### src/rtl/mips_pkg.sv
// mips_pkg: shared defaults and enum types for the MIPS32 fetch PC sequencer.
// Holds the default address width, reset and exception fetch addresses,
// the FSM state type and the redirect-source type.
package mips_pkg;
   localparam int          ADDR_W_DEF     = 32;
   localparam logic [31:0] RESET_ADDR_DEF = 32'h0000_3000;
   localparam logic [31:0] EXC_VECTOR_DEF = 32'h0000_4180;
   typedef enum logic {RUN, HELD} pc_state_e;
   typedef enum logic [2:0] {SRC_SEQ, SRC_BR, SRC_J, SRC_JR, SRC_ERET, SRC_EXC} redir_src_e;
endpackage

### src/rtl/pc_target_calc.sv
// pc_target_calc: combinational next-fetch-address candidates.
// Ports:
//   pc_i            current word address
//   branch_offset_i signed word offset, relative to pc_i+1
//   jump_index_i    J-type instr_index field
//   jr_target_i     register-jump byte address
//   seq_o/br_o/j_o/jr_o  candidate word addresses, modulo 2^(ADDR_W-2)
//   jr_misaligned_o jr_target_i is not word-aligned
module pc_target_calc
   import mips_pkg::*;
#(
   parameter int ADDR_W = ADDR_W_DEF
) (
   input  logic [ADDR_W-3:0] pc_i,
   input  logic [15:0]       branch_offset_i,
   input  logic [25:0]       jump_index_i,
   input  logic [ADDR_W-1:0] jr_target_i,
   output logic [ADDR_W-3:0] seq_o,
   output logic [ADDR_W-3:0] br_o,
   output logic [ADDR_W-3:0] j_o,
   output logic [ADDR_W-3:0] jr_o,
   output logic              jr_misaligned_o
);
   assign seq_o           = pc_i + {{(ADDR_W-3){1'b0}}, 1'b1};
   assign br_o            = seq_o + {{(ADDR_W-18){branch_offset_i[15]}}, branch_offset_i};
   assign jr_o            = jr_target_i[ADDR_W-1:2];
   assign jr_misaligned_o = |jr_target_i[1:0];
   // The 256 MB region bits come from seq; a 28-bit core has no region bits.
   generate
      if (ADDR_W > 28) begin : g_region
         assign j_o = {seq_o[ADDR_W-3:26], jump_index_i};
      end else begin : g_flat
         assign j_o = jump_index_i;
      end
   endgenerate
endmodule

### src/rtl/pc_sequencer.sv
// pc_sequencer: fetch program counter with branch/jump/jr/eret redirects and exceptions.
// Ports:
//   clock, reset       clock and synchronous active-high reset
//   stall              hold the PC; a redirect seen while stalled is buffered
//   branch_taken/branch_offset  relative branch request
//   jump_enable/jump_index      J-type request
//   jr_enable/jr_target         register jump (misaligned target raises an exception)
//   exception, eret             exception entry and return
//   pc_value, epc               fetch word address and saved exception PC
//   redirect_pending            a redirect is buffered while stalled
//   align_fault                 one-cycle pulse for a misaligned jr_target
module pc_sequencer
   import mips_pkg::*;
#(
   parameter int          ADDR_W     = ADDR_W_DEF,
   parameter logic [31:0] RESET_ADDR = RESET_ADDR_DEF,
   parameter logic [31:0] EXC_VECTOR = EXC_VECTOR_DEF
) (
   input  logic              clock,
   input  logic              reset,
   input  logic              stall,
   input  logic              branch_taken,
   input  logic [15:0]       branch_offset,
   input  logic              jump_enable,
   input  logic [25:0]       jump_index,
   input  logic              jr_enable,
   input  logic [ADDR_W-1:0] jr_target,
   input  logic              exception,
   input  logic              eret,
   output logic [ADDR_W-3:0] pc_value,
   output logic [ADDR_W-3:0] epc,
   output logic              redirect_pending,
   output logic              align_fault
);
   logic [ADDR_W-3:0] pc_q, pc_d, epc_q, epc_d, pend_q, pend_d;
   logic [ADDR_W-3:0] seq_w, br_w, j_w, jr_w, tgt;
   pc_state_e         state_q, state_d;
   redir_src_e        src;
   logic              align_q, align_d, jr_mis, jr_bad, req;

   pc_target_calc #(.ADDR_W(ADDR_W)) u_calc (
      .pc_i           (pc_q),
      .branch_offset_i(branch_offset),
      .jump_index_i   (jump_index),
      .jr_target_i    (jr_target),
      .seq_o          (seq_w),
      .br_o           (br_w),
      .j_o            (j_w),
      .jr_o           (jr_w),
      .jr_misaligned_o(jr_mis)
   );

   assign jr_bad = jr_enable & jr_mis;
   assign src = (exception | jr_bad) ? SRC_EXC  :
                eret                 ? SRC_ERET :
                jr_enable            ? SRC_JR   :
                jump_enable          ? SRC_J    :
                branch_taken         ? SRC_BR   : SRC_SEQ;
   assign req = src inside {SRC_BR, SRC_J, SRC_JR, SRC_ERET};
   assign tgt = src == SRC_ERET ? epc_q :
                src == SRC_JR   ? jr_w  :
                src == SRC_J    ? j_w   : br_w;

   // Exceptions ignore stall and flush the buffer; in HELD a stalled cycle
   // ignores new redirects so the first buffered one wins.
   always_comb begin
      pc_d    = pc_q;
      epc_d   = epc_q;
      pend_d  = pend_q;
      state_d = state_q;
      align_d = jr_bad;
      if (src == SRC_EXC) begin
         pc_d    = EXC_VECTOR[ADDR_W-1:2];
         epc_d   = pc_q;
         pend_d  = '0;
         state_d = RUN;
      end else if (state_q == RUN) begin
         if (!stall) pc_d = req ? tgt : seq_w;
         else if (req) begin
            pend_d  = tgt;
            state_d = HELD;
         end
      end else if (!stall) begin
         pc_d    = req ? tgt : pend_q;
         state_d = RUN;
      end
   end

   always_ff @(posedge clock) begin
      if (reset) begin
         pc_q    <= RESET_ADDR[ADDR_W-1:2];
         epc_q   <= '0;
         pend_q  <= '0;
         state_q <= RUN;
         align_q <= 1'b0;
      end else begin
         pc_q    <= pc_d;
         epc_q   <= epc_d;
         pend_q  <= pend_d;
         state_q <= state_d;
         align_q <= align_d;
      end
   end

   assign pc_value         = pc_q;
   assign epc              = epc_q;
   assign redirect_pending = state_q == HELD;
   assign align_fault      = align_q;
endmodule

### config.mk
export PLATFORM = sky130hd
export DESIGN_NAME = pc_sequencer
export DESIGN_NICKNAME = d
export VERILOG_FILES = /design/src/rtl/mips_pkg.sv /design/src/rtl/pc_target_calc.sv /design/src/rtl/pc_sequencer.sv
export SDC_FILE = /design/constraint.sdc
export NUM_CORES = 1
export LEC_CHECK = 0
export CORE_UTILIZATION = 29
export CTS_BUF_LIST = sky130_fd_sc_hd__clkbuf_16
export CTS_CLUSTER_DIAMETER = 120
export DETAILED_ROUTE_END_ITERATION = 10
export GPL_TIMING_DRIVEN = 0
export HOLD_SLACK_MARGIN = 0.1
export PLACE_DENSITY = 0.51
export SLEW_MARGIN = 0
export SYNTH_ARGS = -nofsm -noshare
export SYNTH_HDL_FRONTEND = slang
export SYNTH_SLANG_ARGS = --single-unit
### constraint.sdc
create_clock -name clock -period 8 [get_ports clock]
set_clock_uncertainty 0.2 [all_clocks]
set_input_delay 2.4 -clock clock [delete_from_list [all_inputs] [get_ports clock]]
set_output_delay 2.4 -clock clock [all_outputs]
set_load 0.02 [all_outputs]
After elaboration in Yosys (flattened, before gate mapping)
Index checks and enable logic that the tools add are counted.

Add/subtract/negate cells: 2. Multiply operators: 0. Divide/modulo/power cells: 0. $lt $le $gt $ge: 0. Equal/unequal tests: 6. Shift-type cells: 0. Mux-type cells: 18. Bitwise gates (word level): 3. Reduce and logical (&&, ||, !) cells: 4.

Operators by type and width (count): $mux W30 (8); $add A30 B1 Y30 const B (1); $add A30 B30 Y30 (1); $mux W13 (1); $eq A3 B2 Y1 const B (2); $eq A3 B3 Y1 const B (2); $mux W3 (2); $mux W1 (5); $mux W2 (2); $reduce_bool A4 Y1 (1); $reduce_or A2 Y1 (2); $eq A3 B1 Y1 const B (1); $ne A2 B1 Y1 const B (1); $reduce_and A2 Y1 (1); $and A1 B1 Y1 (1); $not A1 Y1 (1); $or A1 B1 Y1 (1).

Flip-flop bits (word level): 92. Latch bits: 0. Bits in writable memories: 0. Bits in read-only memories: 0. Input port bits: 82. Output and inout bits: 62. Logic and storage cells: 39. Memories: 0.

Longest topological paths before layout
Depth after elaboration: 13. Mapped depth: 16. Gate-level depth less buffers: 14.

Modules after synthesis
Synthesis repeated with hierarchy kept, for this count alone.

Cell total of the unflattened synthesis: 869. Area, all modules: 7079.3 um^2.

Modules (own cells, without submodules): pc_sequencer (times used 1, cells each 509, area each 4438.0 um^2, sequential area each 1841.8 um^2); pc_target_calc (times used 1, cells each 360, area each 2641.3 um^2, sequential area each 0.0 um^2).

Worst setup path after synthesis
OpenSTA, ideal clock, no wires.

Kind: in2reg. Start point: in branch_offset[0]. End point: reg pc_q[28], in the netlist pc_value[28]. Setup time: 0.074 ns. Data arrival time: 4.728 ns. Required time: 7.726 ns. Setup slack: 2.998 ns. Stages: 10. Buffers on the path: 0. Path through: ha_1 > fa_1 > a211oi_1 > o21ai_1 > o21ai_1 > a211oi_1 > nor4b_1 > nor4_1 > or3_1 > a31oi_1.

Cells in the longest elaborated chain, start to end: 7. Elaborated cells between the ends (all ways): 9. Those cells by class: 1 x add/sub; 8 x mux.

Ends and longest elaborated chain: start: declaration (RTL line pc_sequencer.sv:23) `input logic [15:0] branch_offset,`; $add A30 B30 Y30 * (RTL line pc_target_calc.sv:25) `assign br_o = seq_o + {{(ADDR_W-18){branch_offset_i[15]}}, branch_offset_i};`; $mux W30 * (RTL line pc_sequencer.sv:62) `src == SRC_J ? j_w : br_w;`; $mux W30 * (RTL line pc_sequencer.sv:61) `src == SRC_JR ? jr_w :`; $mux W30 * (RTL line pc_sequencer.sv:60) `assign tgt = src == SRC_ERET ? epc_q :`; $mux W30, on equally long branches; $mux W30, on equally long branches (RTL line pc_sequencer.sv:78, pc_sequencer.sv:83); $mux W30 * (RTL line pc_sequencer.sv:77) `end else if (state_q == RUN) begin`; end signal: assignment (RTL line pc_sequencer.sv:91) `pc_q <= RESET_ADDR[ADDR_W-1:2];`; end signal: assignment (RTL line pc_sequencer.sv:97) `pc_q <= pc_d;`; end: declaration (RTL line pc_sequencer.sv:35) `logic [ADDR_W-3:0] pc_q, pc_d, epc_q, epc_d, pend_q, pend_d;`.

Every way passes the cells marked *; elsewhere a longest branch is shown, timed or not. The select of a mux whose other input is x is not followed. A chain may end at the register's enable or synchronous reset.

Final worst setup path
Start point: in branch_offset[15]. End point: reg pc_q[28], in the netlist pc_value[28].

The elaborated chain is that of the path after synthesis.

==> impl_metrics.env <==
export IMPL_timing_rr_start="pc_value[16]"
export IMPL_die_area_um2=25200
export IMPL_syn_area_um2=7140
export IMPL_placed_area_um2=8960
export IMPL_synth_top_area_cell="dfxtp_1"
export IMPL_hold_viol_final=0
export IMPL_grt_max_degree=21
export IMPL_fmax_mhz=151
export IMPL_clock_latency_ps=360
export IMPL_worstPathCellList="clkdlybuf4s50_1, ha_1, clkbuf_1, nand4_1, or4_1, a211oi_1, nor4b_1, nor4_1, or3_1, a31oi_1"
export IMPL_fin_tns_setup_ps=0
export IMPL_synthXorXnorAreaFrac=0.0478
export IMPL_regArea_um2=1840
export IMPL_start_util=0.294
export IMPL_fin_util=0.381
export IMPL_hold_ws_ps=251
export IMPL_required_ps=8000
export IMPL_yosysTopAreaCellShare=0.258
export IMPL_yosys_warnings=0
export IMPL_antenna_left=0
export IMPL_cts_tree="built"
export IMPL_core_um2=24200
export IMPL_synth_top_family_by_area="compound AO/OA/AOI/OAI gates"
export IMPL_pwr_density_cell_nw_per_um2=139
export IMPL_rows=57
export IMPL_clockBufferDepth=2
export IMPL_synth_most_common_cell="nand2_1"
export IMPL_outcome="finished clean"
export IMPL_finalCriticalPeriod_ps=6610
export IMPL_cts_hold_buf=0
export IMPL_fin_nets=1273
export IMPL_hold_start="pend_q[25]"
export IMPL_n_antenna_cell=0
export IMPL_yosys_area_share_simple=0.261
export IMPL_hold_path_class="flip-flop to flip-flop"
export IMPL_slowest_stage="clkdlybuf4s50_1"
export IMPL_yosysSeqAreaShare=0.258
export IMPL_die_w_um=159
export IMPL_p_leak_nw=3.36
export IMPL_cts_root_buffer="clkbuf_16"
export IMPL_end_kind="flip-flop"
export IMPL_antenna_found_initial=1
export IMPL_ys_types=64
export IMPL_postSynth_asyncResetShare=0
export IMPL_hpwl_um=26300
export IMPL_drv_slew=0
export IMPL_layout_drive_gt1_share=0.0259
export IMPL_synth_fa_ha_area_frac=0.0676
export IMPL_num_fill_cells=2640
export IMPL_grt_overflow_total=0
export IMPL_routed_wl_um=35200
export IMPL_syn_instance_count=1001
export IMPL_clk_pin_slew_ps=60
export IMPL_gp_congestion=0.948
export IMPL_area_growth_syn_to_layout_pct=29.4
export IMPL_via_count=8431
export IMPL_report_power_total_mw=1.28
export IMPL_io_pins=144
export IMPL_grt_pass1_wl_um=51300
export IMPL_finalSetupViolations=0
export IMPL_rsz0062_at_grt="false"
export IMPL_synthTopCellsByCount="nand2_1, a21oi_1, nor2_1, dfxtp_1, clkbuf_1"
export IMPL_synth_nets=1121
export IMPL_yosys_top_cells_area="dfxtp_1, a21oi_1, nand2_1"
export IMPL_critPathLaunch="branch_offset[15]"
export IMPL_die_h_um=159
export IMPL_final_area_um2=9240
export IMPL_synth_area_per_cell_um2=7.13
export IMPL_grt_pass1_vias=7883
export IMPL_cts_sinks=92
export IMPL_fin_crit_sh=0.826
export IMPL_drt_pass1_iter_count=5
export IMPL_ir_drop_mv=0.107
export IMPL_cts_buffers=9
export IMPL_numPortBuffers=141
export IMPL_critPathMaxFanout=20
export IMPL_worstSetupPathType="input pin to flip-flop"
export IMPL_cp_arrival_ps=6600
export IMPL_worst_pin_slew_ps=1210
export IMPL_max_cap_violations=0
export IMPL_startpoint_type="input pin"
export IMPL_cts_resized=0
export IMPL_gr_usage_all_layers=0.274
export IMPL_wl_per_cell_um=23.8
export IMPL_h_tree_depth=3
export IMPL_ys_seq_elements=92
export IMPL_synth_compound_area_frac=0.272
export IMPL_multi_input_area_um2=4990
export IMPL_relSlewSlack=0.196
export IMPL_slowest_delay_ps=990
export IMPL_avgViaCountPerCell=5.69
export IMPL_synth_mux_area_frac=0.0503
export IMPL_drt_iter0_drc=828
export IMPL_synth_edf_count=0
export IMPL_remaining_drc_errors=0
export IMPL_post_cts_buffers=0
export IMPL_ys_flop_type="dfxtp_1"
-- per-stage QoR --
stage | std cells | setup slack, ps
4_1_cts | 1482 | 1550
3_3_place_gp | 1466 | 1160
5_1_grt | 1482 | 1320
3_5_place_dp | 1466 | 1180
2_1_floorplan | 1001 | 3000
6_report | 1482 | 1390
-- power by group --
| group | internal [mW] | switching (mW) |
|---|---|---|
| sequential | 0.469 | 0.0167 |
| combinational | 0.138 | 0.227 |
| clock | 0.238 | 0.195 |
| total | 0.845 | 0.439 |
-- placed cells by master (no fill, tap or decap), drive strengths merged, types with 17 or more instances in the layout --
master,n
dfxtp,92
xnor2,31
mux2i,28
nand2b,17
nor2,100
clkbuf,71
a31oi,24
ha,37
nand2,152
clkdlybuf4s50,141
o21ai,68
o211ai,17
nand3,34
nor3,25
a21oi,116
inv,18
-- per-layer routing --
| metal | track usage | vias to the layer above | share of wire |
|---|---|---|---|
| met5 | 0 | - | 0 |
| met4 | 0.111 | 0 | 0.031 |
| met3 | 0.0528 | 59 | 0.086 |
| met2 | 0.439 | 426 | 0.46 |
| met1 | 0.362 | 3995 | 0.43 |
| li1 | - | 3951 | - |
-- area by class of cell --
cell class,instances,share of cell area
inverter,18,0.00731
buffer,64,0.0261
tap,324,0.0439
clock inverter,7,0.00636
timing repair buffer,141,0.153
clock buffer,9,0.0244
sequential,92,0.199
multi-input combinational,827,0.540
-- path summary, 6_finish.rpt --
kind	end	slack [ps]	cells past startpoint
min reg2reg	pend_q[25]	250	2
min	pend_q[25]	250	2
max	pc_value[28]	1390	10
max reg2reg	pc_value[28]	2730	15
-- critical path, delay by kind of cell --
kind,cells,cell delay (ps)
compound gates,2,600
fa+ha+maj,1,590
buf+inv,2,1260
simple gates,5,1740
-- registers in the layout (all words and copies together), names as in the netlist --
register and cells:
epc 30, pc_value 30, align_fault 1, redirect_pending 1
pend_q 30
-- kinds of logic (layout without fill, tap and decap cells) --
family,Yosys count,count (layout)
simple gates,399,399
compound gates,316,316
flops,92,92
buf+inv,82,239
xor+xnor,39,39
fa+ha+maj,38,38
mux,35,35
(Power assumes the default switching activity.)
